`config.mk`:
```
export PLATFORM = sky130hd
export DESIGN_NAME = wb_mem_arbiter
export DESIGN_NICKNAME = d
export VERILOG_FILES = /design/src/rtl/wb_mem_arbiter.sv
export SDC_FILE = /design/constraint.sdc
export NUM_CORES = 1
export LEC_CHECK = 0
export ABC_AREA = 1
export CORE_AREA = 2 2 108 110
export CTS_CLUSTER_SIZE = 28
export DETAILED_ROUTE_END_ITERATION = 10
export DIE_AREA = 0 0 110 112
export HOLD_SLACK_MARGIN = 0.05
export PLACE_DENSITY = 0.6
export REMOVE_ABC_BUFFERS = 1
export SLEW_MARGIN = 20
export SYNTH_ARGS = -nofsm -noshare
export SYNTH_HDL_FRONTEND = slang
export SYNTH_SLANG_ARGS = --single-unit
```
`constraint.sdc`:
```
create_clock -name wb_clk -period 5.3 [get_ports wb_clk]
set_input_delay 1.06 -clock wb_clk [delete_from_list [all_inputs] [get_ports wb_clk]]
set_output_delay 1.06 -clock wb_clk [all_outputs]
set_load 0.02 [all_outputs]
```
`src/rtl/wb_mem_arbiter.sv`:
```
// wb_mem_arbiter
// Shares one 32-bit Wishbone memory slave between the SERV instruction bus
// (read-only) and data bus. A registered grant FSM alternates between the two
// masters on collisions. A per-transfer watchdog ends a stalled cycle locally:
// it returns ERR_RDT and pulses o_err.

module wb_mem_arbiter #(
  parameter int          TIMEOUT = 16,
  parameter logic [31:0] ERR_RDT = 32'h0000_0013
) (
  input  logic        wb_clk,
  input  logic        wb_rst_n,
  // instruction bus (read-only master)
  input  logic [31:0] wb_ibus_adr,
  input  logic        wb_ibus_cyc,
  output logic [31:0] wb_ibus_rdt,
  output logic        wb_ibus_ack,
  // data bus master
  input  logic [31:0] wb_dbus_adr,
  input  logic [31:0] wb_dbus_dat,
  input  logic [3:0]  wb_dbus_sel,
  input  logic        wb_dbus_we,
  input  logic        wb_dbus_cyc,
  output logic [31:0] wb_dbus_rdt,
  output logic        wb_dbus_ack,
  // shared memory slave
  output logic [31:0] wb_mem_adr,
  output logic [31:0] wb_mem_dat,
  output logic [3:0]  wb_mem_sel,
  output logic        wb_mem_we,
  output logic        wb_mem_cyc,
  input  logic [31:0] wb_mem_rdt,
  input  logic        wb_mem_ack,
  // status
  output logic        o_err,
  output logic [1:0]  o_owner
);

  localparam int CW = $clog2(TIMEOUT + 1);
  // Count value held during the cycle in which the count reaches TIMEOUT.
  localparam logic [CW-1:0] CNT_LAST = CW'(TIMEOUT - 1);

  // The state encoding doubles as the o_owner code.
  typedef enum logic [1:0] {
    S_IDLE  = 2'b00,
    S_GNT_I = 2'b01,
    S_GNT_D = 2'b10
  } state_t;

  state_t        r_state;
  logic          r_lastGntD;
  logic [CW-1:0] r_cnt;

  logic w_gntI;
  logic w_gntD;
  logic w_ownerCyc;
  logic w_timeout;
  logic w_done;

  assign w_gntI = (r_state == S_GNT_I);
  assign w_gntD = (r_state == S_GNT_D);

  // The current owner still holds its cycle request.
  assign w_ownerCyc = (w_gntI & wb_ibus_cyc) | (w_gntD & wb_dbus_cyc);

  // The watchdog fires only when the slave has not answered in the limit cycle.
  // If the slave acks in that same cycle, the slave wins.
  assign w_timeout = w_ownerCyc & ~wb_mem_ack & (r_cnt == CNT_LAST);

  // A granted transfer ends on a slave ack, a watchdog expiry, or an abandoned request.
  assign w_done = (w_gntI | w_gntD) & (wb_mem_ack | w_timeout | ~w_ownerCyc);

  // Grant FSM, fairness pointer and watchdog counter.
  always_ff @(posedge wb_clk or negedge wb_rst_n) begin
    if (!wb_rst_n) begin
      r_state    <= S_IDLE;
      r_lastGntD <= 1'b0;
      r_cnt      <= '0;
    end else begin
      case (r_state)
        S_IDLE: begin
          r_cnt <= '0;
          if (wb_ibus_cyc && wb_dbus_cyc) begin
            if (r_lastGntD) begin
              r_state    <= S_GNT_I;
              r_lastGntD <= 1'b0;
            end else begin
              r_state    <= S_GNT_D;
              r_lastGntD <= 1'b1;
            end
          end else if (wb_ibus_cyc) begin
            r_state    <= S_GNT_I;
            r_lastGntD <= 1'b0;
          end else if (wb_dbus_cyc) begin
            r_state    <= S_GNT_D;
            r_lastGntD <= 1'b1;
          end
        end
        S_GNT_I, S_GNT_D: begin
          if (w_done) begin
            r_state <= S_IDLE;
            r_cnt   <= '0;
          end else begin
            r_cnt <= r_cnt + CW'(1);
          end
        end
        default: begin
          r_state <= S_IDLE;
          r_cnt   <= '0;
        end
      endcase
    end
  end

  // Slave request fields come from the owner only. The instruction bus is a fixed full-word read.
  always_comb begin
    wb_mem_adr = 32'h0;
    wb_mem_dat = 32'h0;
    wb_mem_sel = 4'h0;
    wb_mem_we  = 1'b0;
    if (w_gntI) begin
      wb_mem_adr = wb_ibus_adr;
      wb_mem_sel = 4'hF;
    end else if (w_gntD) begin
      wb_mem_adr = wb_dbus_adr;
      wb_mem_dat = wb_dbus_dat;
      wb_mem_sel = wb_dbus_sel;
      wb_mem_we  = wb_dbus_we;
    end
  end

  // The slave request is withdrawn in the cycle the watchdog takes over.
  assign wb_mem_cyc = w_ownerCyc & ~w_timeout;

  // Acks and read data go to the owner only. On a timeout the arbiter acks with ERR_RDT itself.
  always_comb begin
    wb_ibus_ack = 1'b0;
    wb_ibus_rdt = 32'h0;
    wb_dbus_ack = 1'b0;
    wb_dbus_rdt = 32'h0;
    if (w_gntI) begin
      wb_ibus_ack = wb_mem_ack | w_timeout;
      wb_ibus_rdt = w_timeout ? ERR_RDT : wb_mem_rdt;
    end else if (w_gntD) begin
      wb_dbus_ack = wb_mem_ack | w_timeout;
      wb_dbus_rdt = w_timeout ? ERR_RDT : wb_mem_rdt;
    end
  end

  assign o_err   = w_timeout;
  assign o_owner = r_state;

endmodule
```
==> flow_summary.json <==
{
  "netlist.area_leader.share_pct": 28.3,
  "cts.repair.resized": 0,
  "numCtsBuffers": 3,
  "start_util_pct": 16.1,
  "relSlewSlack_pct": 52.1,
  "fin_setup_tns_ns": 0,
  "end_kind": "primary output",
  "setup_viol": 0,
  "worstPathArrival_ns": 3.24,
  "crit_fanout": 21,
  "drv_slew": 0,
  "finish.utilization_pct": 42.1,
  "portBuffers": 276,
  "finalCritPeriodShare_pct": 81.1,
  "rrSetupSlack_ns": 3.68,
  "finalHoldViolations": 0,
  "worst-path-buf-inv": 3,
  "ys_types": 19,
  "grt_usage_pct": 14.5,
  "clockRootBuffer": "clkbuf_16",
  "holdPathEnd": "r_cnt[0]",
  "power_frac_comb_pct": 89.3,
  "min_path_type": "flip-flop to flip-flop",
  "cts_buffer_depth": 2,
  "worstSkewPairLatency_ns": 0.23,
  "grt_max_degree": 71,
  "rr_endpoint": "o_owner[0]",
  "avgSynthCellArea_um2": 5.06,
  "coreArea_um2": 11200,
  "rows": 39,
  "reg2reg_from": "r_cnt[0]",
  "ant_nets": 0,
  "crit_path_max_incr_delay_ns": 0.55,
  "dieWidth_um": 110,
  "synth_area_leaders": "nand2_1 (28%), nor2_1 (17%), dfrtp_1 (11%)",
  "finalNonFillerCells": 755,
  "clock_skew_ns": 0.000706,
  "path_clk_slew_ns": 0.04,
  "area_growth_pct": 161,
  "dp_cells": 752,
  "status": "completed",
  "grt_first_pass_wirelength_um": 14500,
  "ir_worst_vdd_v": 0.000294,
  "synth_edf_count": 0,
  "dieArea_um2": 12300,
  "wl_per_cell_um": 13.1,
  "clock_sinks": 8,
  "drtIter0Drc": 140,
  "dr.pass1.iters": 4,
  "timing.fmax_mhz": 233,
  "ys_ff_latch": 8,
  "cp.required_ns": 4.24,
  "switching_share_pct": 52.4,
  "finalWirelength_um": 9920,
  "cellPowerDensity_nw_per_um2": 422,
  "post-cts-setup-buffers": 0,
  "synth.largest_area_cell": "nand2_1",
  "worst_slew_pin_slew_ns": 0.719,
  "critical-path-top-delay-family": "buffers and inverters",
  "synth_cells": 356,
  "drive_above_1_share_pct": 7.19,
  "cts_tree": "built",
  "period_minus_slack_ns": 4.30,
  "p_clk_share_pct": 6.4,
  "dp_hpwl_um": 8060,
  "synth_commonest_cells": "nand2_1 (136), nor2_1 (81), nand3_1 (36)",
  "async_flop_share_pct": 100,
  "yosysSeqAreaShare_pct": 11.1,
  "num_vias": 3067,
  "crit_type": "primary input to primary output",
  "finalWeightedCongestion": 0.852,
  "synth_area_um2": 1800,
  "synth_most_common_cell": "nand2_1",
  "dieHeight_um": 112,
  "holdWs_ns": 0.460,
  "overflow": 0,
  "worst_hold_startpoint": "r_cnt[0]",
  "power_leakage_nw": 2.03,
  "drc": 0,
  "ys_warn_count": 0,
  "cap_viol_max_count": 0,
  "cts_hold_buf": 0,
  "whs_path_depth": 1,
  "r2r_cells": 9,
  "start_kind": "primary input",
  "crit_path_cell_trace": "clkdlybuf4s50_1 > nand2_1 > nand2_2 > nand3_2 > buf_4 > nand2_1 > nor2_1 > clkdlybuf4s50_1",
  "seq_power_share_pct": 4.3,
  "power.internal_mw": 0.947,
  "pin_count": 277,
  "antenna_found_initial": 0,
  "power_switching_mw": 1.04,
  "layout.nets": 757,
  "insertedDiodeCount": 0,
  "htreeDepth": 1,
  "yosys_most_used_dff": "dfrtp_1",
  "critical_path.startpoint": "wb_ibus_cyc",
  "cp_slowest_cell": "clkdlybuf4s50_1",
  "rsz0062_at_grt": "no",
  "finalPower_mw": 1.99,
  "grt_pass1_vias": 2786,
  "vias_per_cell": 4.06
}
-- cells by family after synthesis --
family | Yosys count | share of synthesized area (%)
DFF | 8 | 11.1
buffers and inverters | 46 | 12.6
and+or+nand+nor | 286 | 69.5
adders and majority gates | 5 | 3.47
xor gates and xnor gates | 1 | 0.486
AOI/OAI and AO/OA | 10 | 2.78
-- how the worst max path moves through the flow --
| stage | end | slack (ns) | depth (start not counted) |
|---|---|---|---|
| CTS | wb_dbus_rdt[7] | 0.97 | 8 |
| global route | wb_dbus_rdt[7] | 0.84 | 8 |
| floorplan | wb_dbus_rdt[20] | 0.48 | 5 |
| finish | wb_dbus_rdt[7] | 1.00 | 8 |
| detailed placement | wb_dbus_rdt[7] | 0.97 | 8 |
| global placement | wb_dbus_rdt[7] | 1.02 | 8 |
-- area by class of cell --
type	instances	area (µm²)
clock buffers	3	75.1
fillers	1140	6470
inverters	17	63.8
multi-input cells	302	1380
flip-flops and latches	8	200
well taps	143	179
repair buffers	282	2810
-- power by group through the flow --
stage	clock network, mW	logic, mW	registers [mW]
final	0.127	1.78	0.0851
after global routing	0.132	1.90	0.0867
after floorplan	0	0.892	0.0918
after detailed placement	0	1.79	0.0860
after global placement	0	1.78	0.0851
after CTS	0.131	1.80	0.0853
-- layout by cell type (no fill, tap or decap), types with 6 or more instances in the layout --
| cell type | instances |
|---|---|
| nor2_2 | 20 |
| inv_1 | 16 |
| a21oi_1 | 9 |
| nor2_1 | 81 |
| dfrtp_1 | 8 |
| clkdlybuf4s50_1 | 276 |
| buf_4 | 6 |
| nand2_1 | 136 |
| nand2_4 | 10 |
| nand3_1 | 36 |
-- stage by stage --
stage	cell area (µm²)	worst slack, ns
floorplan	1640	0.481
global placement	4630	1.02
detailed placement	4630	0.973
CTS	4710	0.970
global route	4710	0.837
finish	4710	1.00
-- layer usage --
metal | GRT usage, % | part of all wire, % | routed length [µm] | vias up
li1 | - | - | - | 1591
met1 | 17.1 | 38 | 3800 | 1352
met2 | 27.1 | 53 | 5260 | 111
met3 | 2.11 | 7.1 | 706 | 13
met4 | 2.95 | 1.5 | 152 | 0
met5 | 0 | 0 | 0 | -
-- sequential cells by signal (all words and copies together), names as in the netlist --
name / cells
o_owner: 2
r_lastGntD: 1
r_cnt: 5
Power figures use the tool's default switching activity.
